[src/rtl/parity_pkg.sv]
// Shared types and helpers for the parity accumulator: FSM states, MODE
// encodings and the ceil(log2) used to size the word counter.
package parity_pkg;

  typedef enum logic [1:0] {
    IDLE = 2'd0,
    ACC  = 2'd1,
    HOLD = 2'd2
  } state_e;

  localparam logic MODE_EVEN = 1'b0;
  localparam logic MODE_ODD  = 1'b1;

  function automatic int clog2(input int value);
    int r;
    r = 0;
    while ((1 << r) < value) r = r + 1;
    return r;
  endfunction

endpackage

[src/rtl/parity_accum_if.sv]
// Handshake bundle between a word producer / result consumer and parity_accum.
interface parity_accum_if
  import parity_pkg::*;
#(
  parameter int WIDTH     = 8,
  parameter int MAX_WORDS = 255
);
  localparam int CW = clog2(MAX_WORDS + 1);

  logic             in_valid;
  logic             in_ready;
  logic [WIDTH-1:0] in_data;
  logic             in_last;
  logic             mode;
  logic             out_valid;
  logic             out_ready;
  logic [WIDTH-1:0] out_col;
  logic             out_par;
  logic [CW-1:0]    out_cnt;
  logic             out_ovf;

  modport master (
    output in_valid, in_data, in_last, mode, out_ready,
    input  in_ready, out_valid, out_col, out_par, out_cnt, out_ovf
  );

  modport slave (
    input  in_valid, in_data, in_last, mode, out_ready,
    output in_ready, out_valid, out_col, out_par, out_cnt, out_ovf
  );
endinterface

[src/rtl/parity_tree.sv]
// Combinational XOR reduction of a word, built as a balanced tree of
// 2-input XORs by splitting the word in halves recursively.
module parity_tree #(
  parameter int WIDTH = 8
) (
  input  logic [WIDTH-1:0] word,
  output logic             par
);
  if (WIDTH == 1) begin : g_leaf
    assign par = word[0];
  end else begin : g_split
    localparam int LO = WIDTH / 2;
    logic par_lo;
    logic par_hi;

    parity_tree #(.WIDTH(LO)) u_lo (
      .word (word[LO-1:0]),
      .par  (par_lo)
    );

    parity_tree #(.WIDTH(WIDTH - LO)) u_hi (
      .word (word[WIDTH-1:LO]),
      .par  (par_hi)
    );

    assign par = par_lo ^ par_hi;
  end
endmodule

[src/rtl/parity_accum.sv]
// Frame parity accumulator: XORs words of a frame into a column parity, total
// parity and saturating word count, and holds the result until consumed.
//
// state | meaning
// IDLE  | waiting for the first word of a frame
// ACC   | frame open, accumulating words
// HOLD  | result presented on out_*, input stalled until out_ready
module parity_accum
  import parity_pkg::*;
#(
  parameter int WIDTH     = 8,
  parameter int MAX_WORDS = 255
) (
  input  logic         clk,
  input  logic         rst_n,
  parity_accum_if.slave bus
);
  localparam int            CW      = clog2(MAX_WORDS + 1);
  localparam logic [CW-1:0] MAX_CNT = CW'(MAX_WORDS);

  state_e           state_q, state_d;
  logic [WIDTH-1:0] col_q, col_d;
  logic             par_q, par_d;
  logic [CW-1:0]    cnt_q, cnt_d;
  logic             ovf_q, ovf_d;
  logic             out_valid_q, out_valid_d;
  logic             word_par;
  logic             xfer;

  parity_tree #(.WIDTH(WIDTH)) u_tree (
    .word (bus.in_data),
    .par  (word_par)
  );

  assign bus.in_ready = rst_n && (state_q != HOLD);
  assign xfer         = bus.in_valid && bus.in_ready;

  // par_q carries the latched MODE folded in, so out_par needs no extra XOR
  always_comb begin
    state_d     = state_q;
    col_d       = col_q;
    par_d       = par_q;
    cnt_d       = cnt_q;
    ovf_d       = ovf_q;
    out_valid_d = out_valid_q;
    case (state_q)
      IDLE: begin
        if (xfer) begin
          col_d = bus.in_data;
          par_d = word_par ^ (bus.mode == MODE_ODD);
          cnt_d = CW'(1);
          ovf_d = 1'b0;
          if (bus.in_last) begin
            state_d     = HOLD;
            out_valid_d = 1'b1;
          end else begin
            state_d = ACC;
          end
        end
      end
      ACC: begin
        if (xfer) begin
          col_d = col_q ^ bus.in_data;
          par_d = par_q ^ word_par;
          if (cnt_q < MAX_CNT) cnt_d = cnt_q + CW'(1);
          else                 ovf_d = 1'b1;
          if (bus.in_last) begin
            state_d     = HOLD;
            out_valid_d = 1'b1;
          end
        end
      end
      HOLD: begin
        if (bus.out_ready) begin
          state_d     = IDLE;
          out_valid_d = 1'b0;
        end
      end
      default: begin
        state_d     = IDLE;
        out_valid_d = 1'b0;
      end
    endcase
  end

  always_ff @(posedge clk or negedge rst_n) begin
    if (!rst_n) begin
      state_q     <= IDLE;
      col_q       <= '0;
      par_q       <= MODE_EVEN;
      cnt_q       <= '0;
      ovf_q       <= 1'b0;
      out_valid_q <= 1'b0;
    end else begin
      state_q     <= state_d;
      col_q       <= col_d;
      par_q       <= par_d;
      cnt_q       <= cnt_d;
      ovf_q       <= ovf_d;
      out_valid_q <= out_valid_d;
    end
  end

  assign bus.out_valid = out_valid_q;
  assign bus.out_col   = col_q;
  assign bus.out_par   = par_q;
  assign bus.out_cnt   = cnt_q;
  assign bus.out_ovf   = ovf_q;
endmodule

[src/flat_wrapper.sv]
// flat-port wrapper written by rule: the top's interface ports become plain ports
module parity_accum_flat import parity_pkg::*;
#(
  parameter int WIDTH     = 8,
  parameter int MAX_WORDS = 255
)
  (clk, rst_n, bus_in_valid, bus_in_data, bus_in_last, bus_mode, bus_out_ready, bus_in_ready, bus_out_valid, bus_out_col, bus_out_par, bus_out_cnt, bus_out_ovf);
  parity_accum_if #(.WIDTH(WIDTH), .MAX_WORDS(MAX_WORDS)) bus_i ();
  input  logic clk;
  input  logic rst_n;
  input wire logic [$bits(bus_i.in_valid)-1:0] bus_in_valid;
  input wire logic [$bits(bus_i.in_data)-1:0] bus_in_data;
  input wire logic [$bits(bus_i.in_last)-1:0] bus_in_last;
  input wire logic [$bits(bus_i.mode)-1:0] bus_mode;
  input wire logic [$bits(bus_i.out_ready)-1:0] bus_out_ready;
  output wire logic [$bits(bus_i.in_ready)-1:0] bus_in_ready;
  output wire logic [$bits(bus_i.out_valid)-1:0] bus_out_valid;
  output wire logic [$bits(bus_i.out_col)-1:0] bus_out_col;
  output wire logic [$bits(bus_i.out_par)-1:0] bus_out_par;
  output wire logic [$bits(bus_i.out_cnt)-1:0] bus_out_cnt;
  output wire logic [$bits(bus_i.out_ovf)-1:0] bus_out_ovf;
  assign bus_i.in_valid = bus_in_valid;
  assign bus_i.in_data = bus_in_data;
  assign bus_i.in_last = bus_in_last;
  assign bus_i.mode = bus_mode;
  assign bus_i.out_ready = bus_out_ready;
  assign bus_in_ready = bus_i.in_ready;
  assign bus_out_valid = bus_i.out_valid;
  assign bus_out_col = bus_i.out_col;
  assign bus_out_par = bus_i.out_par;
  assign bus_out_cnt = bus_i.out_cnt;
  assign bus_out_ovf = bus_i.out_ovf;
  parity_accum #(.WIDTH(WIDTH), .MAX_WORDS(MAX_WORDS)) u_core (.clk(clk), .rst_n(rst_n), .bus(bus_i));
endmodule
[config.mk]
export PLATFORM = sky130hd
export DESIGN_NAME = parity_accum_flat
export DESIGN_NICKNAME = d
export VERILOG_FILES = /design/src/rtl/parity_pkg.sv /design/src/rtl/parity_accum_if.sv /design/src/rtl/parity_tree.sv /design/src/rtl/parity_accum.sv /design/src/flat_wrapper.sv
export SDC_FILE = /design/constraint.sdc
export NUM_CORES = 1
export LEC_CHECK = 0
export CORE_AREA = 2 2 51 53
export CTS_BUF_LIST = sky130_fd_sc_hd__clkbuf_4 sky130_fd_sc_hd__clkbuf_8 sky130_fd_sc_hd__clkbuf_16
export CTS_CLUSTER_DIAMETER = 50
export DETAILED_ROUTE_END_ITERATION = 10
export DIE_AREA = 0 0 53 55
export PLACE_DENSITY = 0.8
export SYNTH_ARGS = -nofsm -noshare
export SYNTH_HDL_FRONTEND = slang
export SYNTH_SLANG_ARGS = --single-unit
[constraint.sdc]
create_clock -name clk -period 2.8 [get_ports clk]
set_input_delay 0.42 -clock clk [delete_from_list [all_inputs] [get_ports clk]]
set_output_delay 0.42 -clock clk [all_outputs]
set_load 0.02 [all_outputs]
==> impl_results.md, run 1 <==
* Unique masters post-synth at 28
* Top metal layer carrying routed signals: met3
* Pin count of the biggest net entering global routing at 27
* Gate count of the mapped netlist at around 120
* Setup Crit Path Kind: flop to output pin
* Part of the Yosys area used for sequential elements at 47.46%
* Number of vias per cell after detailed routing at about 5.6
* Routed wire length at 2601 microns
* Instance area after placement at around 1500 sq um
* Count of instances resized after the clock tree is built at 0
* Met3 routed WL at between 150 and 200 microns
* Required arrival time at the worst endpoint at roughly 2400 ps
* Final max-slew violation count at 0
* Net switching component of the power at between 300 and 400 uW
* Tightest slew margin relative to the limit at about three quarters
* Share of the synthesized area in the top cell type at 47.46%
* Dominant register cell in the synthesized netlist: sky130_fd_sc_hd__dfrtp_1
* Starting utilization of the core area at a little under half
* FF-to-FF path depth at 6
* Highest net fanout along the worst path at 13
* Post-DP HPWL at 1934 microns
* Sequential cell area in the final layout at between 500 and 600 sq um
* Buffer cell driving the clock tree root: sky130_fd_sc_hd__clkbuf_4
* Crit path arrival time at between 2000 and 2500 ps
* Startpoint kind of the worst setup timing path: flop
* Fin area at between 1500 and 2000 sq um
* Routed length on met2 at ~1300 microns
* RD Place Congestion at between 0.7 and 0.8
* Synthesized Nets at roughly 130
* Endpoint of the lowest-slack register-to-register path: u_core.bus.out_cnt[0]
* Reg power frac at a little under half
* Total standard cell area after synthesis at 1107 sq um
* Fin crit period at 2430 ps
* Inserted Clock Buffers at 3
* Combinational share of power at 36.3%
* Setup slack of the worst register-to-register path at 1160 ps
* Leak at slightly below 0.6 nW
* Post-layout util at a little under two thirds
* Num rows at 18
* Overflow left after global routing at 0
* Port Buf Inserts at 33
* First-pass GRT wire length at between 4000 and 5000 microns
* Commonest cells in the synthesized netlist: sky130_fd_sc_hd__dfrtp_1, sky130_fd_sc_hd__a21oi_1, sky130_fd_sc_hd__nor2_1, sky130_fd_sc_hd__nand2_1, sky130_fd_sc_hd__a311oi_1
* Cell with the most instances after synthesis: sky130_fd_sc_hd__dfrtp_1
* Num ports at 34
* Final setup violating endpoints at 0
* Summed negative setup slack over all endpoints at 0 ps
* Gr usage total at between 10% and 20%
* Hold Path Class: input pin to async pin
* Dpl ws at between 400 and 500 ps
* Maximum buffer depth of the clock tree at 2
* Switching Share at 34.66%
* Power per Cell Area at about 580 nW/um^2
* Detailed-route via count at between 1000 and 1500
* Fin. Hold Viols at 0
* Outcome: completed
* Width of the die at about 53 microns
* Antenna violations before repair at 0
* Highest Clock Rate at approximately 0.41 GHz
* Share of layout cells above drive strength 1 at 6.452%
* Number of global-route vias before repair at between 900 and 1000
* Y dimension of the die at between 50 and 60 microns
* Kind of capture point of the worst setup path: output pin
* Fraction of synthesis flops using an asynchronous set or reset pin at between 90% and 100%
* Transition at the pin with the smallest max-transition slack at approximately 400 ps
* Deepest level of the CTS H-tree at 1
* Syn-to-layout area delta at 35.93%
* RSZ-0062 raised after global routing: false
* Worst setup margin at 370.2 ps
* Die ar. at between 2000 and 3000 sq um
* Worst skew pair latency at between 200 and 300 ps
* Largest voltage drop on the vdd net at roughly 0.33 mV
* Post-CTS setup-driven buffer insertion count at 0
* Total routed wire length on the met1 layer at between 1000 and 1500 microns
* Final Cycle Share at between 80 and 90%
* Layout filler cell count at 209
* Number of flops mapped to enable cells by yosys at 0
* ANT nets after route at 0
* CTS clock-pin slew for the worst setup and hold paths at between 100 and 150 ps
* Total chip power at 871.7 uW
* Per-instance average area after synthesis at about 9.3 sq um
* Area of the multi-input gates at ~550 sq um
* Maximum clock skew at final layout at 5.538 ps
* Clock tree from TritonCTS: built
* Hold bufs inserted after CTS at 0
* Number of max-cap violations at 0
* Count of warnings emitted by yosys at 0
* Reg2Reg Launch Point: u_core.bus.out_cnt[0]
* Int Power at roughly 570 uW
* Post-DR wirelength/cell at between 10 and 15 microns
* Number of flip-flops and latches in the synthesized netlist at 21
* Detailed Routing Iterations Pass 1 at 4
* Cell types occupying the most area after synthesis: sky130_fd_sc_hd__dfrtp_1, sky130_fd_sc_hd__a21oi_1, sky130_fd_sc_hd__a311oi_1
* Cell accounting for the most synthesized area: sky130_fd_sc_hd__dfrtp_1
* Part of the total power dissipated in the clock network at 17.2%
* Final routed DRC violation total at 0
* # diodes at 0
* Core Box Area at ~2400 sq um
* Final nets at 171
* DR iter-0 viols at 14
* Number of clock sinks at 21
-- critical path, cell delays in order, from the launching register on --
cell and delay [ps]:
sky130_fd_sc_hd__dfrtp_1 600, sky130_fd_sc_hd__inv_1 180, sky130_fd_sc_hd__a21boi_0 270, sky130_fd_sc_hd__clkdlybuf4s50_1 670
-- placed cells by master, fill, tap and decap left out, types with 2 or more instances in the layout --
cell type                          n
sky130_fd_sc_hd__o31ai_1           3
sky130_fd_sc_hd__o21ai_0           5
sky130_fd_sc_hd__a21oi_1          19
sky130_fd_sc_hd__buf_4             3
sky130_fd_sc_hd__a311oi_1          9
sky130_fd_sc_hd__clkbuf_4          4
sky130_fd_sc_hd__dfrtp_1          21
sky130_fd_sc_hd__inv_1             2
sky130_fd_sc_hd__xnor2_1           7
sky130_fd_sc_hd__nand3_1           4
sky130_fd_sc_hd__o21a_1            2
sky130_fd_sc_hd__clkdlybuf4s50_1  33
sky130_fd_sc_hd__nor2_1           18
sky130_fd_sc_hd__nand2_1          10
-- cells by family (layout without fill, tap and decap cells) --
family                     count (synthesis)  in the layout  synth area share, %
adders and majority gates                  1              1                1.130
buffers and inverters                      6             42                2.712
xor gates and xnor gates                   8              8                6.328
AOI/OAI and AO/OA                         44             44                26.10
muxes                                      1              1               0.9040
and+or+nand+nor                           38             38                15.37
DFF                                       21             21                47.46
-- how the worst max path moves through the flow --
stage                                  endpoint                  start  cells past startpoint  slack [ps]
final                              bus_in_ready      u_core.state_q[0]                      3         370
after global placement             bus_in_ready                  rst_n                      3         510
after global routing               bus_in_ready      u_core.state_q[0]                      3         210
after floorplan           u_core.bus.out_cnt[0]  u_core.bus.out_cnt[0]                      6        1270
after detailed placement  u_core.bus.out_col[2]                  rst_n                      8         460
after CTS                          bus_in_ready      u_core.state_q[0]                      3         360
-- cell type report --
type,count,share of cell area [%]
multi-input combinational,92,36.66
clock buffer,4,1.995
sequential,21,34.91
inverter,2,0.4988
tap,30,2.494
timing repair buffer,36,23.44
-- flip-flops by register name, summed over array words and instances (netlist names) --
signal and count:
u_core.bus.out_cnt 8, u_core.bus.out_col 8, u_core.state_q 2, u_core.bus.out_ovf 1
u_core.bus.out_par 1, u_core.bus.out_valid 1
-- per-layer routing --
metal / GRT usage (%) / vias up
met1: 22.39 / 504
met3: 3.226 / 0
li1: - / 512
met2: 34.58 / 29
met5: 0 / -
met4: 4.701 / 0
-- stage by stage --
step,hold WS (ps),std cells
after floorplan,124.4,119
after detailed placement,515.4,181
after global placement,492.3,181
after CTS,522.8,185
after global routing,538.2,185
final,520.1,185
-- power groups by stage --
stage                     clock, mW  sequential (mW)  combinational [mW]
after floorplan                   0            0.445               0.133
after detailed placement          0            0.410               0.317
after CTS                     0.155            0.405               0.319
after global placement            0            0.407               0.310
final                         0.150            0.406               0.317
after global routing          0.170            0.413               0.341
Power figures use the tool's default switching activity.
==> run 2: changes to the inputs <==
--- a/config.mk
+++ b/config.mk
@@ -5,11 +5,13 @@
 export SDC_FILE = /design/constraint.sdc
 export NUM_CORES = 1
 export LEC_CHECK = 0
-export CORE_AREA = 2 2 51 53
+export ABC_AREA = 1
+export CORE_AREA = 2 2 53 55
 export CTS_BUF_LIST = sky130_fd_sc_hd__clkbuf_4 sky130_fd_sc_hd__clkbuf_8 sky130_fd_sc_hd__clkbuf_16
 export CTS_CLUSTER_DIAMETER = 50
 export DETAILED_ROUTE_END_ITERATION = 10
-export DIE_AREA = 0 0 53 55
+export DIE_AREA = 0 0 55 57
+export GPL_TIMING_DRIVEN = 0
 export PLACE_DENSITY = 0.8
 export SYNTH_ARGS = -nofsm -noshare
 export SYNTH_HDL_FRONTEND = slang
==> run 2 against run 1 <==
  * Sequential power rose by 13%
  * Worst setup slack better by 40 ps
  * Synthesized cell count increased by 39%
  * Hold slack worse by 340 ps
  * Clock power grew 7%
  * Via count increased by 12%
  * Clock skew decreased by 1.3 ps
  * Die area up 7.5%
  * Flip-flop and latch count is the same
  * Critical path type is now input pin to output pin
  * Largest cell class unchanged
  * Largest power group is now combinational logic
==> impl_results.md, run 2 <==
* Outcome: completed (unchanged)
* Tightest slew margin relative to the limit at 61.78% (was 73.42%)
* Port Buf Inserts at 33 (unchanged)
* Final nets at 218 (was 171)
* Sequential cell area in the final layout at 525.5 sq um (unchanged)
* Largest voltage drop on the vdd net at 0.5124 mV (was 0.3317 mV)
* Crit path arrival time at 1970 ps (was 2010 ps)
* Highest net fanout along the worst path at 22 (was 13)
* RD Place Congestion at 0.7111 (was 0.7738)
* Area of the multi-input gates at 608.1 sq um (was 551.8 sq um)
* Pin count of the biggest net entering global routing at 23 (was 27)
* Highest Clock Rate at 0.4184 GHz (was 0.4116 GHz)
* Worst skew pair latency at 310 ps (was 290 ps)
* Part of the Yosys area used for sequential elements at 42.68% (was 47.46%)
* Final routed DRC violation total at 0 (unchanged)
* Final cell count without fillers at 233 (was 185)
* Count of warnings emitted by yosys at 0 (unchanged)
* Layout filler cell count at 234 (was 209)
* Number of cells on the critical path at 4 (was 3)
* Cell with the most instances after synthesis: sky130_fd_sc_hd__nand2_1 (was sky130_fd_sc_hd__dfrtp_1)
* Dominant register cell in the synthesized netlist: sky130_fd_sc_hd__dfrtp_1 (unchanged)
* Post-CTS setup-driven buffer insertion count at 0 (unchanged)
* Post-DR wirelength/cell at 11.48 microns (was 14.06 microns)
* Clock tree from TritonCTS: built (unchanged)
* Summed negative setup slack over all endpoints at 0 ps (unchanged)
* Number of flip-flops and latches in the synthesized netlist at 21 (unchanged)
* Gate count of the mapped netlist at 165 (was 119)
* Fin crit period at 2390 ps (was 2430 ps)
* First-pass GRT wire length at 4602 microns (was 4022 microns)
* # diodes at 0 (unchanged)
* Maximum buffer depth of the clock tree at 2 (unchanged)
* Routed wire length at 2675 microns (was 2601 microns)
* Hold Path Class: input pin to async pin (unchanged)
* Number of clock sinks at 21 (unchanged)
* DR iter-0 viols at 25 (was 14)
* Crit path from: rst_n (was u_core.state_q[0])
* Kind of capture point of the worst setup path: output pin (unchanged)
* Endpoint of the lowest-slack register-to-register path: u_core.bus.out_cnt[3] (was u_core.bus.out_cnt[0])
* Number of cells in the design after placement at 229 (was 181)
* Y dimension of the die at 57 microns (was 55 microns)
* Fraction of synthesis flops using an asynchronous set or reset pin at 100.0% (unchanged)
* Num ports at 34 (unchanged)
* Synthesized Nets at 180 (was 134)
* Final setup violating endpoints at 0 (unchanged)
* Detailed-route via count at 1167 (was 1045)
* Cell types occupying the most area after synthesis: sky130_fd_sc_hd__dfrtp_1, sky130_fd_sc_hd__nand2_1, sky130_fd_sc_hd__xor2_1 (was sky130_fd_sc_hd__dfrtp_1, sky130_fd_sc_hd__a21oi_1, sky130_fd_sc_hd__a311oi_1)
* Share of layout cells above drive strength 1 at 7.426% (was 6.452%)
* RSZ-0062 raised after global routing: false (unchanged)
* Total standard cell area after synthesis at 1231 sq um (was 1107 sq um)
* Setup Crit Path Kind: input pin to output pin (was flop to output pin)
* Final max-slew violation count at 0 (unchanged)
* Leak at 0.7886 nW (was 0.5902 nW)
* Setup slack of the worst register-to-register path at 1250 ps (was 1160 ps)
* Share of the synthesized area in the top cell type at 42.68% (was 47.46%)
* Num rows at 19 (was 18)
* Core Box Area at 2615 sq um (was 2365 sq um)
* Critical-path cell list: clkdlybuf4s15_2 > inv_1 > a21oi_1 > clkdlybuf4s50_1 (was inv_1 > a21boi_0 > clkdlybuf4s50_1)
* Per-instance average area after synthesis at 7.462 sq um (was 9.305 sq um)
* Fin. Hold Viols at 0 (unchanged)
* Deepest level of the CTS H-tree at 1 (unchanged)
* Startpoint kind of the worst setup timing path: input pin (was flop)
* Power per Cell Area at 736.1 nW/um^2 (was 579.1 nW/um^2)
* Most frequent cells in the layout: sky130_fd_sc_hd__nand2_1, sky130_fd_sc_hd__clkdlybuf4s50_1, sky130_fd_sc_hd__dfrtp_1 (was sky130_fd_sc_hd__clkdlybuf4s50_1, sky130_fd_sc_hd__dfrtp_1, sky130_fd_sc_hd__a21oi_1)
* Final Cycle Share at 85.36% (was 86.78%)
* Buffer cell driving the clock tree root: sky130_fd_sc_hd__clkbuf_4 (unchanged)
* Reg2Reg Launch Point: u_core.bus.out_cnt[0] (unchanged)
* Detailed Routing Iterations Pass 1 at 4 (unchanged)
* Number of flops mapped to enable cells by yosys at 0 (unchanged)
* Number of vias per cell after detailed routing at 5.009 (was 5.649)
* Starting utilization of the core area at 47.08% (was 46.83%)
* Total chip power at 1.201 mW (was 871.7 uW)
* Crit-path slowest cell: sky130_fd_sc_hd__clkdlybuf4s50_1 (unchanged)
* Unique masters post-synth at 23 (was 28)
* Inserted Clock Buffers at 3 (unchanged)
* Transition at the pin with the smallest max-transition slack at 573.3 ps (was 397.2 ps)
* Stage delay of the slowest cell on the critical path at 620 ps (was 670 ps)
* Top cell family by delay on the critical path: buffers and inverters (unchanged)
* WP buf/inv at 3 (was 2)
* Gr usage total at 19.69% (was 18.62%)
* Overflow left after global routing at 0 (unchanged)
* Number of global-route vias before repair at 1081 (was 953)
* Commonest cells in the synthesized netlist: sky130_fd_sc_hd__nand2_1, sky130_fd_sc_hd__dfrtp_1, sky130_fd_sc_hd__inv_1, sky130_fd_sc_hd__nand3_1, sky130_fd_sc_hd__xor2_1 (was sky130_fd_sc_hd__dfrtp_1, sky130_fd_sc_hd__a21oi_1, sky130_fd_sc_hd__nor2_1, sky130_fd_sc_hd__nand2_1, sky130_fd_sc_hd__a311oi_1)
* CTS clock-pin slew for the worst setup and hold paths at 120 ps (was 110 ps)
* Die ar. at 3135 sq um (was 2915 sq um)
* Syn-to-layout area delta at 32.52% (was 35.93%)
* Cell accounting for the most synthesized area: sky130_fd_sc_hd__dfrtp_1 (unchanged)
* Number of max-cap violations at 0 (unchanged)
* Maximum clock skew at final layout at 4.239 ps (was 5.538 ps)
* Antenna violations before repair at 0 (unchanged)
* ANT nets after route at 0 (unchanged)
* FF-to-FF path depth at 9 (was 6)
* Required arrival time at the worst endpoint at 2380 ps (about the same)
* Most common cell after layout, fill and taps aside: sky130_fd_sc_hd__nand2_1 (was sky130_fd_sc_hd__clkdlybuf4s50_1)
* Post-DP HPWL at 2011 microns (was 1934 microns)
* Post-route worst hold slack at 178.8 ps (was 520.1 ps)
* Width of the die at 55 microns (was 53 microns)
* Crit path capture: bus_in_ready (unchanged)
-- run 2: cell count changes after synthesis, moves of 3 or more --
cell,delta
sky130_fd_sc_hd__a311oi_1,-9
sky130_fd_sc_hd__nor2_1,-9
sky130_fd_sc_hd__nand2_1,+56
sky130_fd_sc_hd__xnor2_1,-6
sky130_fd_sc_hd__a21oi_1,-17
sky130_fd_sc_hd__nand2_2,+3
sky130_fd_sc_hd__o31ai_1,-3
sky130_fd_sc_hd__o21ai_1,+3
sky130_fd_sc_hd__nand3_1,+7
sky130_fd_sc_hd__xor2_1,+9
sky130_fd_sc_hd__inv_1,+18
-- run 2: final cells by class --
class | instances | area share [%]
clock buffers | 4 | 1.840
plain buffers | 2 | 1.150
multi-input cells | 121 | 37.27
repair buffers | 33 | 20.32
flip-flops and latches | 21 | 32.21
well taps | 31 | 2.377
inverters | 21 | 4.831
-- run 2: report_power, final --
part / switching [mW] / total (mW) / internal (mW)
sequential: 0.0660 / 0.460 / 0.394
clock: 0.0953 / 0.161 / 0.0653
combinational: 0.316 / 0.580 / 0.264
-- run 2: cells by family after synthesis --
| kind of cell | synth area share (%) |
|---|---|
| buffers and inverters | 7.927 |
| and+or+nand+nor | 33.23 |
| AOI/OAI and AO/OA | 6.504 |
| adders and majority gates | 1.016 |
| xor gates and xnor gates | 7.825 |
| muxes | 0.8130 |
| DFF | 42.68 |
-- run 2: how the worst min path moves through the flow --
stage          cells past startpoint            startpoint                     to  slack [ps]
6_report                           1                 rst_n  u_core.bus.out_cnt[0]         180
5_1_grt                            1                 rst_n  u_core.bus.out_cnt[5]         210
4_1_cts                            1                 rst_n  u_core.bus.out_cnt[0]         190
3_5_place_dp                       2  u_core.bus.out_valid   u_core.bus.out_valid         480
3_3_place_gp                       2  u_core.bus.out_valid   u_core.bus.out_valid         470
2_1_floorplan                      0                 rst_n  u_core.bus.out_cnt[0]         120
-- run 2: what timing repair did --
item | 4_1_cts | 5_1_grt
setup endpoints to repair | 1 | 0
endpoints found under the hold margin | 0 | 0
hold buffers | 0 | 0
resized for setup | 3 | 0
-- run 2: stage by stage --
step,setup WS [ps],utilization (%),area [sq um]
3_3_place_gp,-253.7,61.20,1600
6_report,409.9,62.39,1632
3_5_place_dp,-333.2,61.20,1600
4_1_cts,348.2,62.39,1632
2_1_floorplan,1295,-,1231
5_1_grt,229.0,62.39,1632
-- run 2: metal layers --
metal | GRT usage [%] | up-vias | share of wire, % | routed length [microns]
li1 | - | 589 | - | -
met1 | 25.34 | 543 | 45 | 1213
met2 | 33.67 | 31 | 50 | 1329
met3 | 3.141 | 4 | 4.3 | 114
met4 | 5.226 | 0 | 0.64 | 17
met5 | 0 | - | 0 | 0
==> run 3: changes to the inputs <==
--- a/config.mk
+++ b/config.mk
@@ -6,13 +6,14 @@
 export NUM_CORES = 1
 export LEC_CHECK = 0
 export ABC_AREA = 1
-export CORE_AREA = 2 2 53 55
+export CORE_AREA = 2 2 55 57
 export CTS_BUF_LIST = sky130_fd_sc_hd__clkbuf_4 sky130_fd_sc_hd__clkbuf_8 sky130_fd_sc_hd__clkbuf_16
 export CTS_CLUSTER_DIAMETER = 50
 export DETAILED_ROUTE_END_ITERATION = 10
-export DIE_AREA = 0 0 55 57
+export DIE_AREA = 0 0 57 59
 export GPL_TIMING_DRIVEN = 0
-export PLACE_DENSITY = 0.8
+export HOLD_SLACK_MARGIN = 0.1
+export PLACE_DENSITY = 0.75
 export SYNTH_ARGS = -nofsm -noshare
 export SYNTH_HDL_FRONTEND = slang
 export SYNTH_SLANG_ARGS = --single-unit
==> constraint.sdc (replaced) <==
create_clock -name clk -period 2.5 [get_ports clk]
set_input_delay 0.375 -clock clk [delete_from_list [all_inputs] [get_ports clk]]
set_output_delay 0.375 -clock clk [all_outputs]
set_load 0.02 [all_outputs]
==> run 3 against run 2 <==
  * Global-route usage fell by 2.2 points
  * Final area unchanged
  * Register-to-register slack worse by 320 ps
  * Critical path type unchanged
  * Critical endpoint unchanged
==> impl_results.md, run 3 (synthesized netlist as in run 2, its figures left out) <==
* Outcome: completed (unchanged)
* Number of global-route vias before repair at 1108 (was 1081)
* Post-layout util at 60.20% (was 62.39%)
* Post-CTS setup-driven buffer insertion count at 0 (unchanged)
* Port Buf Inserts at 33 (unchanged)
* Pin count of the biggest net entering global routing at 23 (unchanged)
* Y dimension of the die at 59 microns (was 57 microns)
* Buffer cell driving the clock tree root: sky130_fd_sc_hd__clkbuf_4 (unchanged)
* Final setup violating endpoints at 0 (unchanged)
* Die ar. at 3363 sq um (was 3135 sq um)
* Syn-to-layout area delta at 32.52% (unchanged)
* Kind of capture point of the worst setup path: output pin (unchanged)
* Most frequent cells in the layout: sky130_fd_sc_hd__nand2_1, sky130_fd_sc_hd__clkdlybuf4s50_1, sky130_fd_sc_hd__dfrtp_1 (unchanged)
* Maximum buffer depth of the clock tree at 2 (unchanged)
* Crit path arrival time at 1860 ps (was 1970 ps)
* Fin. Hold Viols at 0 (unchanged)
* Final Cycle Share at approximately nine tenths
* Share of layout cells above drive strength 1 at 7.426% (unchanged)
* Width of the die at 57 microns (was 55 microns)
* Startpoint kind of the worst setup timing path: input pin (unchanged)
* Summed negative setup slack over all endpoints at 0 ps (unchanged)
* Largest voltage drop on the vdd net at 0.5716 mV (was 0.5124 mV)
* Final max-slew violation count at 0 (unchanged)
* Detailed Routing Iterations Pass 1 at 4 (unchanged)
* Hold bufs inserted after CTS at 0 (unchanged)
* Reg power frac at 38.6% (was 38.3%)
* CTS clock-pin slew for the worst setup and hold paths at 120 ps (about the same)
* WP buf/inv at 3 (unchanged)
* Routed wire length at 2643 microns (was 2675 microns)
* Final routed DRC violation total at 0 (unchanged)
* ANT nets after route at 0 (unchanged)
* Final nets at 218 (unchanged)
* Clock tree from TritonCTS: built (unchanged)
* Power per Cell Area at 822.3 nW/um^2 (was 736.1 nW/um^2)
* Top cell family by delay on the critical path: buffers and inverters (unchanged)
* Detailed-route via count at 1160 (was 1167)
* Starting utilization of the core area at 45.43% (was 47.08%)
* Number of clock sinks at 21 (unchanged)
* Worst skew pair latency at 300 ps (was 310 ps)
* Antenna violations before repair at 0 (unchanged)
* Overflow left after global routing at 0 (unchanged)
* Leak at 0.7886 nW (unchanged)
* # diodes at 0 (unchanged)
* RSZ-0062 raised after global routing: false (unchanged)
* Crit-path slowest cell: sky130_fd_sc_hd__clkdlybuf4s50_1 (unchanged)
* Inserted Clock Buffers at 3 (unchanged)
* Highest Clock Rate at 0.4471 GHz
* Tightest slew margin relative to the limit at 64.09% (was 61.78%)
* Net switching component of the power at 531.3 uW (was 477.8 uW)
* Count of instances resized after the clock tree is built at 3 (unchanged)
* Gr usage total at 17.48% (was 19.69%)
* Part of the total power dissipated in the clock network at 13.0% (was 13.4%)
* Maximum clock skew at final layout at 6.942 ps (was 4.239 ps)
* Post-DR wirelength/cell at 11.34 microns (was 11.48 microns)
* RD Place Congestion at 0.7514 (was 0.7111)
* First-pass GRT wire length at 4574 microns (was 4602 microns)
* Num rows at 19 (unchanged)
* Fin crit period at between 2000 and 2500 ps
* DR iter-0 viols at 40 (was 25)
* Int Power at 810.3 uW (was 723.1 uW)
* Highest net fanout along the worst path at 22 (unchanged)
* Combinational share of power at 48.4% (was 48.3%)
* Setup Crit Path Kind: input pin to output pin (unchanged)
* Most common cell after layout, fill and taps aside: sky130_fd_sc_hd__nand2_1 (unchanged)
* Hold Path Class: input pin to async pin (unchanged)
* Core Box Area at 2710 sq um (was 2615 sq um)
* Num ports at 34 (unchanged)
* Critical-path cell list: clkdlybuf4s15_2 > inv_1 > a21oi_1 > clkdlybuf4s50_1 (unchanged)
* Transition at the pin with the smallest max-transition slack at 538.6 ps (was 573.3 ps)
* Switching Share at 39.60% (was 39.79%)
* Stage delay of the slowest cell on the critical path at 620 ps (about the same)
* Deepest level of the CTS H-tree at 1 (unchanged)
* Post-DP HPWL at 2057 microns (was 2011 microns)
* Number of max-cap violations at 0 (unchanged)
* Number of vias per cell after detailed routing at 4.979 (was 5.009)
* Required arrival time at the worst endpoint at 2120 ps (was 2380 ps)
[run 3: cell counts in the layout (fill, tap and decap cells not counted)]
Identical to the previous run, type by type.
[run 3: power by group through the flow]
stage          Sequential [mW]  Combinational (mW)  Clock [mW]
6_report                 0.517               0.650       0.175
4_1_cts                  0.519               0.658       0.184
2_1_floorplan            0.623               0.271           0
3_3_place_gp             0.518               0.639           0
3_5_place_dp             0.525               0.655           0
5_1_grt                  0.534               0.712       0.202
[run 3: layer usage]
layer / up-vias / wire [microns] / global-route usage (%)
li1: 590 / - / -
met1: 542 / 1116 / 19.61
met2: 26 / 1416 / 32.51
met3: 2 / 83 / 3.712
met4: 0 / 27 / 6.645
met5: - / 0 / 0
[run 3: path summary, 6_finish.rpt]
path | from | endpoint | slack [ps] | depth (start not counted)
setup / recovery | rst_n | bus_in_ready | 260 | 4
hold / removal | rst_n | u_core.bus.out_cnt[6] | 120 | 1
setup reg to reg | u_core.bus.out_cnt[0] | u_core.bus.out_cnt[3] | 930 | 9
hold reg to reg | u_core.bus.out_valid | u_core.bus.out_valid | 520 | 2
max in group asynchronous | rst_n | u_core.state_q[0] | 2010 | 1
min in group clk | u_core.bus.out_valid | u_core.bus.out_valid | 520 | 2
[run 3: final cells by class]
type / instances / area, sq um
repair buffers: 33 / 331.6
multi-input cells: 121 / 608.1
fillers: 243 / 1079
plain buffers: 2 / 18.77
inverters: 21 / 78.83
flip-flops and latches: 21 / 525.5
clock buffers: 4 / 30.03
well taps: 31 / 38.79
[run 3: metrics by stage]
stage / instances / cell area, sq um / power [mW] / hold slack, ps / worst slack (ps)
6_report: 233 / 1632 / 1.342 / 122.8 / 263.6
5_1_grt: 233 / 1632 / 1.448 / 145.0 / 54.39
4_1_cts: 233 / 1632 / 1.361 / 141.5 / 174.8
3_5_place_dp: 229 / 1600 / 1.180 / 495.2 / -519.6
3_3_place_gp: 229 / 1600 / 1.157 / 473.0 / -487.1
2_1_floorplan: 165 / 1231 / 0.8940 / 79.41 / 994.6
==> patch, RTL diff (flow settings as in run 2) <==
`MAX_WORDS` is set to 255 in 3 places; all go to 510.
--- a/src/rtl/parity_accum_if.sv
+++ b/src/rtl/parity_accum_if.sv
@@ -4,5 +4,5 @@
 #(
   parameter int WIDTH     = 8,
-  parameter int MAX_WORDS = 255
+  parameter int MAX_WORDS = 510
 );
   localparam int CW = clog2(MAX_WORDS + 1);
--- a/src/rtl/parity_accum.sv
+++ b/src/rtl/parity_accum.sv
@@ -10,5 +10,5 @@
 #(
   parameter int WIDTH     = 8,
-  parameter int MAX_WORDS = 255
+  parameter int MAX_WORDS = 510
 ) (
   input  logic         clk,
--- a/src/flat_wrapper.sv
+++ b/src/flat_wrapper.sv
@@ -3,5 +3,5 @@
 #(
   parameter int WIDTH     = 8,
-  parameter int MAX_WORDS = 255
+  parameter int MAX_WORDS = 510
 )
   (clk, rst_n, bus_in_valid, bus_in_data, bus_in_last, bus_mode, bus_out_ready, bus_in_ready, bus_out_valid, bus_out_col, bus_out_par, bus_out_cnt, bus_out_ovf);
Ports: changed (resized bus_out_cnt); port bits go from 34 to 35. The function was not compared with the original's and may differ.
==> patch against run 2 <==
  * Clock power rose by 12%
  * Maximum frequency shrank 7.1%
  * Non-clock buffer count up 1
  * Setup slack worse by 0.18 ns
  * Die area is the same
  * First-iteration DRC count decreased by 56%
  * Power is 1.0% higher
  * Combinational power down 3%
  * Area after synthesis is 2.5% higher
  * Sequential share of layout area up 0.60 points
  * Design area increased by 2.8%
  * Wire length is 2.6% higher
  * Sequential cell count rose by 1
  * Largest cell class unchanged
  * Highest routed layer unchanged
==> patch: results <==
<?xml version="1.0" encoding="UTF-8"?>
<metrics>
  <group name="placement">
    <metric name="total_half_perimeter_wirelength_after_legalization_and_detailed_placement" unit="um">2040</metric>
    <metric name="place.port_buffers" unit="">34</metric>
    <metric name="preCtsSetupSlack" unit="ns">-0.172</metric>
    <metric name="finalWeightedCongestion" unit="">0.753</metric>
    <metric name="placedInstanceArea" unit="um^2">1640</metric>
  </group>
  <group name="power">
    <metric name="leakagePower" unit="nW">0.813</metric>
    <metric name="switching_share" unit="">0.397</metric>
    <metric name="vdd_drop_max" unit="mV">0.508</metric>
  </group>
  <group name="global_route">
    <metric name="grt_pass1_vias" unit="">1063</metric>
    <metric name="grt_max_degree" unit="">25</metric>
    <metric name="grt_first_pass_wirelength" unit="um">4490</metric>
    <metric name="gr-usage-all-layers" unit="">0.197</metric>
  </group>
  <group name="critical_path">
    <metric name="path_max_fanout" unit="">24</metric>
    <metric name="critical_path_at" unit="ns">2.15</metric>
  </group>
  <group name="route">
    <metric name="route.detailed.vias_per_inst" unit="">5.00</metric>
    <metric name="post_drt_wl_per_cell" unit="um">11.4</metric>
    <metric name="drt_iter0_markers" unit="">11</metric>
  </group>
  <group name="status">
    <metric name="outcome" unit="">complete, no violations</metric>
  </group>
  <group name="synthesis">
    <metric name="synth_sequential_area_ratio" unit="">0.436</metric>
    <metric name="postSynthNetCount" unit="">186</metric>
    <metric name="synthTopCellsByCount" unit="">sky130_fd_sc_hd__nand2_1, sky130_fd_sc_hd__dfrtp_1, sky130_fd_sc_hd__inv_1</metric>
    <metric name="syn_area_per_cell" unit="um^2">7.38</metric>
    <metric name="synth_area_leaders" unit="">sky130_fd_sc_hd__dfrtp_1, sky130_fd_sc_hd__nand2_1, sky130_fd_sc_hd__xor2_1</metric>
  </group>
  <group name="final_layout">
    <metric name="layout-drive-gt1-share" unit="">0.0718</metric>
    <metric name="fillerInstances" unit="">242</metric>
    <metric name="design.final.nets" unit="">225</metric>
    <metric name="layout_cells_excl_fill" unit="">240</metric>
  </group>
  <group name="timing">
    <metric name="fin_worst_skew" unit="ns">0.00183</metric>
    <metric name="worstMarginPinSlew" unit="ns">1.02</metric>
  </group>
  <group name="clock_tree">
    <metric name="ctsResizeCount" unit="">1</metric>
  </group>
</metrics>
[patch: cell types whose count changed after synthesis, sizes merged, moves of 2 or more]
| cell | before | now |
|---|---|---|
| o21ai | 8 | 12 |
| nand3 | 11 | 14 |
| nand2 | 69 | 67 |
| nand3b | 2 | 0 |
| or2 | 0 | 2 |
| xor2 | 10 | 12 |
[patch: layer usage]
metal,global-route usage,share of wire
met1,0.241,0.44
met2,0.333,0.50
met3,0.0314,0.043
met4,0.0836,0.019
met5,0,0
[patch: layout make-up]
type,count,area [um^2],share of cell area
Buffer,2,16.3,0.00969
Clock buffer,4,36.3,0.0216
Inverter,22,82.6,0.0492
Multi-Input combinational cell,125,613,0.365
Sequential cell,22,551,0.328
Tap cell,31,38.8,0.0231
Timing Repair Buffer,34,340,0.203
[patch: cells by family (layout without fill, tap and decap cells)]
kind of cell / count (synthesis) / in the layout / share of synthesized area
DFF: 22 / 22 / 0.436
adders and majority gates: 1 / 1 / 0.00991
buffers and inverters: 24 / 62 / 0.0783
and+or+nand+nor: 95 / 95 / 0.314
AOI/OAI and AO/OA: 16 / 16 / 0.0714
xor gates and xnor gates: 13 / 13 / 0.0902
[patch: final timing paths]
kind                                    start               endpoint  slack, ns  cells past startpoint
min                                     rst_n  u_core.bus.out_cnt[7]       0.35                      1
max in group asynchronous               rst_n  u_core.bus.out_cnt[6]       1.84                      1
min in group clk           u_core.bus.out_ovf     u_core.bus.out_ovf       0.53                      2
max                                     rst_n           bus_in_ready       0.23                      3
max reg2reg                 u_core.state_q[1]  u_core.bus.out_col[3]       1.38                      6
min reg2reg                u_core.bus.out_ovf     u_core.bus.out_ovf       0.53                      2
[patch: worst max-delay path, cell delays in order]
cell                              delay, ns
sky130_fd_sc_hd__clkdlybuf4s15_1       0.84
sky130_fd_sc_hd__a21boi_0              0.26
sky130_fd_sc_hd__clkdlybuf4s50_1       0.62
[patch: through the flow]
step,hold slack (ns),TNS (ns)
final,0.347,0
after global routing,0.431,0
after CTS,0.430,0
after detailed placement,0.493,-0.172
after global placement,0.499,-0.156
after floorplan,0.124,0
[patch: power groups by stage]
stage	Sequential, mW	Combinational [mW]	Clock, mW
after floorplan	0.566	0.223	0
after global placement	0.474	0.548	0
after detailed placement	0.477	0.564	0
after CTS	0.472	0.568	0.184
after global routing	0.489	0.621	0.198
final	0.471	0.562	0.180
